$ cat config.mk
export PLATFORM = sky130hd
export DESIGN_NAME = mem_arbiter
export DESIGN_NICKNAME = d
export VERILOG_FILES = /design/src/rtl/mem_arb_pkg.sv /design/src/rtl/arb_starve_cnt.sv /design/src/rtl/mem_arbiter.sv
export SDC_FILE = /design/constraint.sdc
export NUM_CORES = 1
export LEC_CHECK = 0
export CORE_AREA = 2 2 241 243
export CTS_BUF_LIST = sky130_fd_sc_hd__clkbuf_16
export CTS_CLUSTER_SIZE = 14
export DETAILED_ROUTE_END_ITERATION = 10
export DIE_AREA = 0 0 243 245
export MAX_ROUTING_LAYER = met4
export PLACE_DENSITY = 0.55
export SKIP_LAST_GASP = 1
export SYNTH_ARGS = -nofsm -noshare
export SYNTH_HDL_FRONTEND = slang
export SYNTH_SLANG_ARGS = --single-unit
$ cat constraint.sdc
create_clock -name clk_i -period 2.4 [get_ports clk_i]
set_input_delay 0.48 -clock clk_i [delete_from_list [all_inputs] [get_ports clk_i]]
set_output_delay 0.48 -clock clk_i [all_outputs]
set_load 0.02 [all_outputs]
$ cat src/rtl/mem_arb_pkg.sv
// mem_arb_pkg: shared widths, starvation limit and state/requester encodings for the memory arbiter.
package mem_arb_pkg;
    localparam int ADDR_W       = 64;
    localparam int DATA_W       = 64;
    localparam int INSTR_W      = 80;
    localparam int STARVE_LIMIT = 4;
    typedef enum logic {S_IDLE, S_ACCESS} state_e;
    typedef enum logic {REQ_IF, REQ_DM} req_id_e;
endpackage

$ cat src/rtl/arb_starve_cnt.sv
// arb_starve_cnt: saturating count of data grants taken while a fetch waits; flags when fetch must win.
module arb_starve_cnt
    import mem_arb_pkg::*;
#(
    parameter int LIMIT = STARVE_LIMIT
) (
    input  logic clk_i,
    input  logic rst_i,
    input  logic if_req_i,
    input  logic if_gnt_i,
    input  logic dm_gnt_i,
    output logic force_fetch_o
);
    localparam int CW = $clog2(LIMIT + 1);
    logic [CW-1:0] cnt_q, cnt_d;
    always_comb cnt_d = (!if_req_i || if_gnt_i) ? '0 :
                        (dm_gnt_i && cnt_q != CW'(LIMIT)) ? cnt_q + 1'b1 : cnt_q;
    always_ff @(posedge clk_i)
        if (rst_i) cnt_q <= '0;
        else       cnt_q <= cnt_d;
    assign force_fetch_o = if_req_i && cnt_q == CW'(LIMIT);
endmodule

$ cat src/rtl/mem_arbiter.sv
// mem_arbiter: single-port RAM shared by instruction fetch and data requesters, data-first with
// anti-starvation; grant at N, RAM access at N+1, registered response pulse at N+2.
module mem_arbiter
    import mem_arb_pkg::*;
#(
    parameter int LIMIT = STARVE_LIMIT
) (
    input  logic               clk_i,
    input  logic               rst_i,
    input  logic               if_req_i,
    input  logic [ADDR_W-1:0]  if_addr_i,
    output logic               if_gnt_o,
    output logic               if_rvalid_o,
    output logic [INSTR_W-1:0] if_rdata_o,
    output logic               if_err_o,
    input  logic               dm_req_i,
    input  logic               dm_we_i,
    input  logic [ADDR_W-1:0]  dm_addr_i,
    input  logic [DATA_W-1:0]  dm_wdata_i,
    output logic               dm_gnt_o,
    output logic               dm_rvalid_o,
    output logic [DATA_W-1:0]  dm_rdata_o,
    output logic               dm_err_o,
    output logic               ram_read_en_o,
    output logic               ram_write_en_o,
    output logic               ram_read_instruction_en_o,
    output logic [ADDR_W-1:0]  ram_addr_o,
    output logic [DATA_W-1:0]  ram_write_data_o,
    input  logic [DATA_W-1:0]  ram_read_data_i,
    input  logic [INSTR_W-1:0] ram_read_instruction_i,
    input  logic               ram_error_i
);
    state_e             state_q, state_d;
    req_id_e            id_q;
    logic               we_q;
    logic [ADDR_W-1:0]  addr_q;
    logic [DATA_W-1:0]  wdata_q;
    logic               if_rvalid_q, if_err_q, dm_rvalid_q, dm_err_q;
    logic [INSTR_W-1:0] if_rdata_q;
    logic [DATA_W-1:0]  dm_rdata_q;
    logic               force_fetch, acc, is_if, wr;

    arb_starve_cnt #(.LIMIT(LIMIT)) u_starve (
        .clk_i         (clk_i),
        .rst_i         (rst_i),
        .if_req_i      (if_req_i),
        .if_gnt_i      (if_gnt_o),
        .dm_gnt_i      (dm_gnt_o),
        .force_fetch_o (force_fetch)
    );

    assign dm_gnt_o = ~rst_i & dm_req_i & ~force_fetch;
    assign if_gnt_o = ~rst_i & if_req_i & ~dm_gnt_o;
    assign state_d  = (if_gnt_o | dm_gnt_o) ? S_ACCESS : S_IDLE;
    // RAM controls come from the latched request, but reset must cut an in-flight access immediately
    assign acc   = ~rst_i & (state_q == S_ACCESS);
    assign is_if = id_q == REQ_IF;
    assign wr    = acc & ~is_if & we_q;
    assign ram_addr_o                = acc ? addr_q : '0;
    assign ram_read_en_o             = acc & (is_if | ~we_q);
    assign ram_read_instruction_en_o = acc & is_if;
    assign ram_write_en_o            = wr & ~ram_error_i;
    assign ram_write_data_o          = wr ? wdata_q : '0;

    always_ff @(posedge clk_i)
        if (rst_i) begin
            state_q     <= S_IDLE;
            id_q        <= REQ_IF;
            we_q        <= 1'b0;
            addr_q      <= '0;
            wdata_q     <= '0;
            if_rvalid_q <= 1'b0;
            if_err_q    <= 1'b0;
            if_rdata_q  <= '0;
            dm_rvalid_q <= 1'b0;
            dm_err_q    <= 1'b0;
            dm_rdata_q  <= '0;
        end else begin
            state_q <= state_d;
            if (state_d == S_ACCESS) begin
                id_q    <= dm_gnt_o ? REQ_DM : REQ_IF;
                we_q    <= dm_gnt_o & dm_we_i;
                addr_q  <= dm_gnt_o ? dm_addr_i : if_addr_i;
                wdata_q <= dm_wdata_i;
            end
            if_rvalid_q <= acc & is_if;
            if_err_q    <= acc & is_if & ram_error_i;
            if_rdata_q  <= (acc & is_if & ~ram_error_i) ? ram_read_instruction_i : '0;
            dm_rvalid_q <= acc & ~is_if;
            dm_err_q    <= acc & ~is_if & ram_error_i;
            dm_rdata_q  <= (acc & ~is_if & ~we_q & ~ram_error_i) ? ram_read_data_i : '0;
        end

    assign if_rvalid_o = if_rvalid_q & ~rst_i;
    assign if_err_o    = if_err_q & ~rst_i;
    assign if_rdata_o  = rst_i ? '0 : if_rdata_q;
    assign dm_rvalid_o = dm_rvalid_q & ~rst_i;
    assign dm_err_o    = dm_err_q & ~rst_i;
    assign dm_rdata_o  = rst_i ? '0 : dm_rdata_q;
endmodule
==> flow_metrics.py, run 1 <==
metrics = {
    "status": {
        "outcome": "finished clean",
    },
    "clock_tree": {
        "clk_pin_slew_ns": 0.06,
        "cts-hold-fix-buffers": 0,
        "cts_tree": "done",
        "htree_num_levels": 2,
        "clock-sinks": 282,
        "clock_latency_ns": 0.53,
        "cts_buffers": 35,
        "clockRootBuffer": "clkbuf_16",
        "clk_path_buf_depth": 3,
    },
    "place": {
        "port_buffers": 622,
        "dp_hpwl_um": 34400,
        "gp_congestion": 0.886,
        "dp.cells": 2563,
    },
    "grt": {
        "grt-ovfl-total": 0,
        "grt_usage": 0.160,
        "antenna_found_initial": 4,
        "grt_pass1_vias": 11220,
        "grt_max_degree": 81,
        "grt_first_pass_wirelength_um": 70000,
    },
    "floorplan": {
        "die-area_mm2": 0.0595,
        "fp.dieW_um": 243,
        "num_rows": 88,
        "start_util": 0.193,
        "core_mm2": 0.0570,
        "dieHeight_um": 245,
        "io_pins": 623,
    },
    "pwr": {
        "power_switching_w": 0.00279,
        "clockPowerShare": 0.442,
        "power_frac_comb": 0.125,
        "swShare": 0.244,
        "vdd_drop_max_mv": 0.467,
        "p_seq_frac": 0.433,
        "powerDensity_mw_per_mm2": 582,
        "p_leak_nw": 7.70,
        "cell_internal_pwr_w": 0.00866,
    },
    "job": {
        "drv_cap": 0,
    },
    "worst_setup_path": {
        "crit_chain": "nor2b_4 -> and3_4 -> buf_12 -> clkbuf_16 -> and2_1 -> buf_2",
        "r2r-start": "u_starve.cnt_q[0]",
        "startpoint": "state_q",
        "cpPeakStageDelay_ns": 0.33,
        "cp-start-kind": "register",
        "crit_type": "reg -> out",
        "arrival_ns": 1.86,
        "cp_slowest_cell": "dfxtp_2",
        "reg2reg_depth": 6,
        "cp.required_ns": 1.92,
        "critPathMaxFanout": 8,
        "endpoint_kind": "primary output",
    },
    "synth": {
        "synthTopCellsByArea": "dfxtp_1, and2_1, nor2b_1",
        "syn-instance-count": 1246,
        "syn-num-nets": 1590,
        "syn_area_mm2": 0.0110,
        "synth.avg_cell_area_um2": 8.84,
        "ys_types": 25,
        "yosysWarnings": 0,
        "synth_top_area_share": 0.512,
        "yosysTopAreaCell": "dfxtp_1",
        "ys_ff_latch": 282,
        "ys_seq_area_frac": 0.512,
    },
    "cells_and_area": {
        "layout.cells.non_filler": 2638,
        "drive_gt1_frac": 0.138,
        "nets": 2188,
        "syn2layout_area_growth_pct": 78.6,
    },
    "drt": {
        "routed_wl_um": 49000,
        "wl_met1_um": 19700,
        "wl_met2_um": 23700,
        "dr_wl_met3_um": 3880,
        "wl_per_cell_um": 18.6,
        "top_layer": "met4",
        "postRouteAntennaNets": 0,
        "num_vias": 10987,
        "drcViolationCount": 0,
        "drtIter0Drc": 413,
        "dr.pass1.iters": 4,
        "avgViaCountPerCell": 4.16,
    },
    "sta": {
        "period_share": 0.976,
        "period_minus_slack_ns": 2.34,
        "hold_viol_final": 0,
        "tightest_slew_ns": 0.672,
        "setup_viol": 0,
        "hold_slack_ns": 0.455,
        "relSlewSlack": 0.552,
        "timing.final.max_slew_violations": 0,
        "finalClockSkew_ns": 0.0185,
        "max_freq_mhz": 427,
        "grt_setup_unrepaired": "true",
    },
    "min_path": {
        "hold_start": "wdata_q[56]",
        "hold_class": "reg -> reg",
        "holdPathStages": 2,
    },
}
-- path summary, 6_finish.rpt --
kind,to,slack (ns)
worst max register to register,addr_q[13],0.44
worst min register to register,wdata_q[56],0.46
worst min-delay path,wdata_q[56],0.46
worst max-delay path,ram_write_data_o[10],0.06
-- routing by layer --
| layer | track usage | up-vias |
|---|---|---|
| li1 | - | 5287 |
| met1 | 0.179 | 5161 |
| met2 | 0.263 | 453 |
| met3 | 0.0516 | 86 |
| met4 | 0.0651 | 0 |
| met5 | - | - |
-- through the flow --
| step | total power, W | worst slack (ns) | cell area (um2) | setup TNS [ns] | util |
|---|---|---|---|---|---|
| floorplan | 0.00554 | 0.445 | 11000 | 0 | - |
| finish | 0.0114 | 0.0577 | 19700 | 0 | 0.345 |
| global route | 0.0120 | -0.0521 | 19700 | -1.51 | 0.345 |
| global placement | 0.00646 | -0.244 | 18300 | -1.17 | 0.320 |
| detailed placement | 0.00648 | -0.183 | 18300 | -3.76 | 0.320 |
| CTS | 0.0117 | -0.0884 | 19400 | -0.0884 | 0.341 |
-- cells in the mapped netlist --
cell type / instances
a21bo_2: 1
a21oi_1: 119
a311oi_1: 12
a32oi_1: 53
and2_1: 276
and3_1: 3
buf_1: 6
buf_2: 26
buf_4: 3
clkbuf_1: 76
dfxtp_1: 282
ha_1: 2
inv_1: 3
inv_2: 1
mux2i_1: 1
nand2_1: 131
nand2b_2: 1
nand3_1: 65
nand3b_1: 1
nor2_1: 19
nor2b_1: 150
nor3_2: 1
nor4b_4: 1
o21ai_0: 12
o21bai_1: 1
-- critical path, delay by kind of cell (launching register included) --
kind	cells	cell delay [ns]
and+or+nand+nor	3	0.52
DFF	1	0.33
buffers and inverters	3	0.47
-- layout make-up --
cell class | count | area, um2
Fill cell | 5945 | 37300
Timing Repair Buffer | 672 | 6980
Sequential cell | 282 | 5650
Clock buffer | 35 | 876
Inverter | 4 | 15.0
Clock inverter | 26 | 194
Antenna cell | 5 | 12.5
Multi-Input combinational cell | 849 | 5000
Tap cell | 765 | 957
-- flip-flops by register name (all words and copies together), names as in the netlist --
register        flops
u_starve.cnt_q      3
wdata_q            64
if_rvalid_q         1
if_err_q            1
id_q                1
dm_err_q            1
if_rdata_q         80
dm_rvalid_q         1
dm_rdata_q         64
we_q                1
addr_q             64
state_q             1
-- kinds of logic after synthesis --
group,after synthesis,synth area share
adders and majority gates,2,0.00227
muxes,1,0.000908
and+or+nand+nor,648,0.329
buffers and inverters,115,0.0431
DFF,282,0.512
AOI/OAI and AO/OA,198,0.113
-- timing repair --
item | in CTS | in global routing
endpoints found under the setup margin | 131 | 96
cloned | 3 | 4
pin swaps | 2 | 0
setup buffers | 2 | 0
resized for setup | 414 | 79
-- power groups by stage --
stage	Sequential (W)	Combinational [W]	Clock, W
detailed placement	0.00506	0.00142	0
finish	0.00496	0.00143	0.00506
CTS	0.00496	0.00143	0.00527
floorplan	0.00502	0.000527	0
global route	0.00498	0.00154	0.00544
global placement	0.00506	0.00140	0
-- cells in the final DEF (no fill, tap or decap), types with 8 or more instances in the layout --
cell             instances
clkbuf_2                 8
clkbuf_16               39
buf_12                  17
clkdlybuf4s15_2         80
clkdlybuf4s50_1        473
buf_4                   36
nand3_1                 64
dlymetal6s2s_1          11
nor2b_1                148
and2_1                 263
clkinv_2                10
a32oi_1                 53
nor2_1                  18
a21oi_1                119
a311oi_1                12
buf_2                   12
and2_4                  13
nand2_1                129
o21ai_0                 12
inv_1                   13
dfxtp_1                281
buf_6                   19
No activity file was read; power rests on OpenSTA's default activity.
==> run 2, diff against run 1 <==
--- a/config.mk
+++ b/config.mk
@@ -12,5 +12,4 @@
 export DIE_AREA = 0 0 243 245
 export MAX_ROUTING_LAYER = met4
-export PLACE_DENSITY = 0.55
 export SKIP_LAST_GASP = 1
 export SYNTH_ARGS = -nofsm -noshare
==> constraint.sdc (replaced) <==
create_clock -name clk_i -period 2.8 [get_ports clk_i]
set_input_delay 0.42 -clock clk_i [delete_from_list [all_inputs] [get_ports clk_i]]
set_output_delay 0.42 -clock clk_i [all_outputs]
set_load 0.02 [all_outputs]
==> run 2 against run 1 <==
Global-route usage down 1.3 points. Critical path depth down 2. Cell area down 2.3%. Largest power group is now sequential cells.
==> flow_metrics.py, run 2 (synthesized netlist as in run 1, its figures left out) <==
metrics = {
    "status": {
        "outcome": "finished clean",
    },
    "pwr": {
        "vdd_drop_max_mv": 0.337,
        "powerDensity_mw_per_mm2": 495,
        "power_switching_w": 0.00230,
        "cell_internal_pwr_w": 0.00722,
        "p_seq_frac": 0.447,
        "power_frac_comb": 0.121,
        "swShare": 0.242,
        "p_leak_nw": 8.10,
        "clockPowerShare": 0.432,
    },
    "sta": {
        "relSlewSlack": 0.443,
        "fin_ws_ns": 0.182,
        "grt_setup_unrepaired": "false",
        "hold_slack_ns": 0.284,
        "timing.final.max_slew_violations": 0,
        "max_freq_mhz": 382,
        "hold_viol_final": 0,
        "tns_ns": 0,
        "setup_viol": 0,
        "finalClockSkew_ns": 0.0246,
        "period_minus_slack_ns": 2.62,
        "tightest_slew_ns": 0.835,
        "period_share": 0.935,
    },
    "worst_setup_path": {
        "critPathMaxFanout": 62,
        "r2r-start": "u_starve.cnt_q[0]",
        "arrival_ns": 2.20,
        "endpoint_kind": "primary output",
        "cp.required_ns": 2.38,
        "worstReg2RegEnd": "addr_q[23]",
        "r2r_slack_ns": 0.99,
        "crit_type": "reg -> out",
        "cp-start-kind": "register",
        "reg2reg_depth": 6,
    },
    "clock_tree": {
        "cts_buffers": 35,
        "clockRootBuffer": "clkbuf_16",
        "clock-sinks": 282,
        "cts_setup_buffers": 0,
        "clk_pin_slew_ns": 0.06,
        "htree_num_levels": 2,
        "clk_path_buf_depth": 3,
        "cts_tree": "done",
        "clock_latency_ns": 0.53,
    },
    "grt": {
        "grt_pass1_vias": 10977,
        "grt_max_degree": 83,
        "grt-ovfl-total": 0,
        "antenna_found_initial": 4,
        "grt_first_pass_wirelength_um": 65400,
        "grt_usage": 0.147,
    },
    "drt": {
        "drtIter0Drc": 430,
        "avgViaCountPerCell": 4.11,
        "wl_per_cell_um": 17.1,
        "postRouteAntennaNets": 0,
        "routed_wl_um": 44700,
        "dr.pass1.iters": 4,
        "num_vias": 10735,
        "drcViolationCount": 0,
    },
    "cells_and_area": {
        "drive_gt1_frac": 0.0445,
        "largest_reg_flops": 80,
        "syn2layout_area_growth_pct": 74.6,
        "nets": 2161,
        "top_register": "if_rdata_q",
        "mostFrequentLayoutCells": "clkdlybuf4s50_1, dfxtp_1, and2_1, nor2b_1, nand2_1",
        "final_common_cell": "clkdlybuf4s50_1",
        "fillers": 5948,
        "design_area_mm2": 0.0192,
        "fin_util": 0.337,
    },
    "min_path": {
        "hold_class": "in -> reg",
        "hold_start": "dm_req_i",
        "hold-path-endpoint": "id_q",
        "holdPathStages": 3,
    },
    "floorplan": {
        "start_util": 0.193,
        "io_pins": 623,
        "die-area_mm2": 0.0595,
        "core_mm2": 0.0570,
        "dieHeight_um": 245,
        "num_rows": 88,
        "fp.dieW_um": 243,
    },
    "place": {
        "place_ws_ns": 0.207,
        "dp_hpwl_um": 32100,
        "gp_congestion": 0.853,
        "port_buffers": 622,
        "postPlaceCellArea_mm2": 0.0180,
    },
    "job": {
        "drv_cap": 0,
    },
}
run 2: final cells by class:
class                           count  area [um2]  share of cell area
Sequential cell                   282        5650               0.293
Tap cell                          765         957              0.0498
Multi-Input combinational cell    849        4930               0.257
Clock buffer                       37         926              0.0481
Timing Repair Buffer              645        6630               0.345
Clock inverter                     25         114             0.00592
Inverter                            4        15.0            0.000780
Antenna cell                        6        15.0            0.000780
run 2: stage by stage:
step	std cells	total power (W)
after global routing	2611	0.00999
after detailed placement	2544	0.00550
after global placement	2544	0.00548
final	2613	0.00952
after floorplan	1246	0.00475
after CTS	2606	0.00973
run 2: worst max-delay path by stage:
stage / startpoint / end
after global placement: rst_i / ram_addr_o[18]
after global routing: state_q / ram_addr_o[18]
after floorplan: dm_req_i / if_gnt_o
final: state_q / ram_addr_o[53]
after CTS: state_q / ram_write_data_o[14]
after detailed placement: rst_i / ram_addr_o[18]
run 2: repair_timing:
action / in CTS / in global routing
setup endpoints to repair: 125 / 111
resized for setup: 13 / 56
hold buffers: 0 / 0
gates cloned: 0 / 1
run 2: power groups by stage:
stage / logic [W] / clock network (W) / registers [W]
3_3_place_gp: 0.00114 / 0 / 0.00434
3_5_place_dp: 0.00116 / 0 / 0.00434
2_1_floorplan: 0.000452 / 0 / 0.00430
6_report: 0.00115 / 0.00412 / 0.00425
4_1_cts: 0.00116 / 0.00431 / 0.00425
5_1_grt: 0.00125 / 0.00447 / 0.00427
run 2: worst max-delay path, stage by stage (launching register included):
cell and delay (ns):
dfxtp_1 0.36, nor2b_4 0.23, buf_12 0.22, and2_1 0.18, clkdlybuf4s50_1 0.61
run 2: layer usage:
metal  wire (um)  part of all wire  track usage  vias to the layer above
met5           0                 0            -                        -
met4        1600             0.036       0.0588                        0
met3        3850             0.086       0.0500                       90
met2       21600              0.48        0.244                      461
met1       17600              0.39        0.161                     4970
li1            -                 -            -                     5214
==> run 3, diff against run 2 <==
- ABC_AREA: default -> 1
- CORE_AREA: 2 2 241 243 -> 2 2 242 244
- DIE_AREA: 0 0 243 245 -> 0 0 244 246
==> run 3 against run 2 <==
Die area rose by 0.82%. Clock skew fell by 0.0048 ns. Utilization rose by 1.1 points. Global-route usage rose by 0.51 points. Final cell count rose by 20%. Sequential power barely moved. Worst setup slack got worse by 0.054 ns. Sequential cell count did not move. Via count rose by 14%. Area after synthesis rose by 9.1%. Power rose by 4.0%.
==> flow_metrics.py, run 3 <==
metrics = {
    "sta": {
        "timing.final.max_slew_violations": 0,
        "period_minus_slack_ns": 2.67,
        "hold_viol_final": 0,
        "period_share": 0.954,
        "grt_setup_unrepaired": "false",
        "tightest_slew_ns": 0.872,
        "relSlewSlack": 0.419,
        "tns_ns": 0,
        "finalClockSkew_ns": 0.0198,
        "hold_slack_ns": 0.240,
        "setup_viol": 0,
        "max_freq_mhz": 374,
    },
    "worst_setup_path": {
        "cp.required_ns": 2.38,
        "endpoint_kind": "primary output",
        "startpoint": "id_q",
        "r2r_slack_ns": 0.90,
        "arrival_ns": 2.25,
        "reg2reg_depth": 7,
        "r2r-start": "u_starve.cnt_q[0]",
        "crit_path_end": "ram_write_data_o[10]",
        "crit_type": "reg -> out",
        "worstReg2RegEnd": "addr_q[51]",
        "critPathMaxFanout": 65,
        "cp-start-kind": "register",
    },
    "synth": {
        "synth_top_area_share": 0.470,
        "ys_seq_area_frac": 0.470,
        "synth_edf_count": 0,
        "syn_area_mm2": 0.0120,
        "ys.flop_type": "dfxtp_1",
        "yosysTopAreaCell": "dfxtp_1",
        "synthTopCellsByArea": "dfxtp_1, inv_1, nor2_1",
        "syn-num-nets": 2124,
        "synthArstFlopShare": 0,
        "yosysWarnings": 0,
        "ys_types": 20,
        "yosysMostFrequentCell": "inv_1",
        "synth.avg_cell_area_um2": 6.75,
        "syn-instance-count": 1780,
        "synth_common_cells": "inv_1, nor2_1, dfxtp_1, nand2_1, nand3_1",
        "ys_ff_latch": 282,
    },
    "place": {
        "port_buffers": 622,
        "dp_hpwl_um": 32700,
        "dp.cells": 3077,
        "gp_congestion": 0.796,
    },
    "pwr": {
        "p_total_w": 0.00990,
        "swShare": 0.257,
        "vdd_drop_max_mv": 0.511,
        "powerDensity_mw_per_mm2": 495,
        "clockPowerShare": 0.431,
        "p_seq_frac": 0.433,
        "cell_internal_pwr_w": 0.00735,
        "power_frac_comb": 0.136,
        "p_leak_nw": 8.73,
        "power_switching_w": 0.00255,
    },
    "job": {
        "drv_cap": 0,
    },
    "floorplan": {
        "fp.dieW_um": 244,
        "core_mm2": 0.0574,
        "start_util": 0.210,
        "dieHeight_um": 246,
        "io_pins": 623,
        "num_rows": 88,
        "die-area_mm2": 0.0600,
    },
    "clock_tree": {
        "htree_num_levels": 2,
        "cts_tree": "done",
        "clockRootBuffer": "clkbuf_16",
        "clock_latency_ns": 0.54,
        "clock-sinks": 282,
        "clk_pin_slew_ns": 0.05,
        "cts_buffers": 36,
        "clk_path_buf_depth": 3,
    },
    "drt": {
        "avgViaCountPerCell": 3.89,
        "wl_per_cell_um": 14.7,
        "num_vias": 12224,
        "drcViolationCount": 0,
        "routed_wl_um": 46200,
        "dr.pass1.iters": 4,
        "postRouteAntennaNets": 0,
        "drtIter0Drc": 337,
    },
    "status": {
        "outcome": "finished clean",
    },
    "grt": {
        "grt_max_degree": 119,
        "antenna_found_initial": 8,
        "grt_first_pass_wirelength_um": 67500,
        "grt_usage": 0.152,
        "grt_pass1_vias": 11506,
        "grt-ovfl-total": 0,
    },
    "cells_and_area": {
        "mostFrequentLayoutCells": "clkdlybuf4s50_1, inv_1, nor2_1, dfxtp_1, nand2_1",
        "nets": 2694,
        "drive_gt1_frac": 0.0341,
        "largest_reg_flops": 80,
        "syn2layout_area_growth_pct": 66.3,
        "top_register": "if_rdata_q",
        "layout.cells.non_filler": 3145,
        "final_common_cell": "clkdlybuf4s50_1",
    },
    "min_path": {
        "hold_class": "in -> reg",
    },
}
-- run 3: changes by cell type after synthesis, sizes merged, moves of 51 or more --
cell,delta
inv,+489
and2,-276
nor2,+411
a32oi,-53
nand3b,+51
o21ai,+53
nor2b,-150
nand3,+65
-- run 3: timing repair --
action                     CTS  global route
resized for setup            0             3
setup endpoints to repair    0            64
hold buffers                 0             0
buffers inserted             0             0
-- run 3: per-stage QoR --
stage	util	instance area, um2	worst slack (ns)
final	0.348	20000	0.128
after global routing	0.348	20000	0.00119
after CTS	0.348	20000	0.0100
after detailed placement	0.330	18900	0.158
after global placement	0.330	18900	0.0906
after floorplan	-	12000	1.04
-- run 3: final cells by class --
| type | instances | area (um2) |
|---|---|---|
| timing repair buffer | 640 | 6460 |
| clock inverter | 26 | 164 |
| multi-input combinational | 897 | 3990 |
| inverter | 493 | 1850 |
| antenna | 6 | 15.0 |
| sequential | 282 | 5650 |
| clock buffer | 36 | 901 |
| fill | 6113 | 37400 |
| tap | 765 | 957 |
-- run 3: worst min path at each step --
stage                                 start                 to  slack, ns  cells past startpoint
after floorplan           u_starve.cnt_q[0]  u_starve.cnt_q[0]       0.42                      1
after global placement    u_starve.cnt_q[0]  u_starve.cnt_q[0]       0.43                      1
after detailed placement        wdata_q[44]        wdata_q[44]       0.44                      2
after CTS                             rst_i         addr_q[16]       0.21                      4
after global routing                  rst_i         addr_q[17]       0.26                      4
final                                 rst_i         addr_q[16]       0.24                      4
-- run 3: worst max-delay path, stage by stage (launching register included) --
cell             delay [ns]
dfxtp_2                0.38
inv_2                  0.08
nor2_2                 0.14
nand2_2                0.08
buf_12                 0.18
nor2_1                 0.13
clkdlybuf4s50_1        0.64
-- run 3: power by group through the flow --
| stage | registers [W] | clock network, W | logic [W] |
|---|---|---|---|
| floorplan | 0.00435 | 0 | 0.000613 |
| CTS | 0.00428 | 0.00447 | 0.00137 |
| finish | 0.00428 | 0.00427 | 0.00135 |
| detailed placement | 0.00437 | 0 | 0.00136 |
| global placement | 0.00437 | 0 | 0.00136 |
| global route | 0.00430 | 0.00464 | 0.00149 |
-- run 3: cells by family (layout without fill, tap and decap cells) --
| kind of cell | count (synthesis) | in the layout | share of synthesized area |
|---|---|---|---|
| XOR/XNOR | 1 | 1 | 0.000729 |
| AO/OA/AOI/OAI | 144 | 144 | 0.0605 |
| flip-flops | 282 | 282 | 0.470 |
| adder cells (fa/ha/maj) | 2 | 2 | 0.00208 |
| buffers and inverters | 601 | 1195 | 0.202 |
| AND/OR/NAND/NOR | 750 | 750 | 0.265 |
| other | 0 | 6 | 0 |
-- run 3: layer usage --
layer	vias to the layer above	wire length, um	GRT usage
met4	0	1090	0.0427
met5	-	0	-
met2	433	21900	0.253
li1	6265	-	-
met3	78	4190	0.0568
met1	5448	19000	0.169
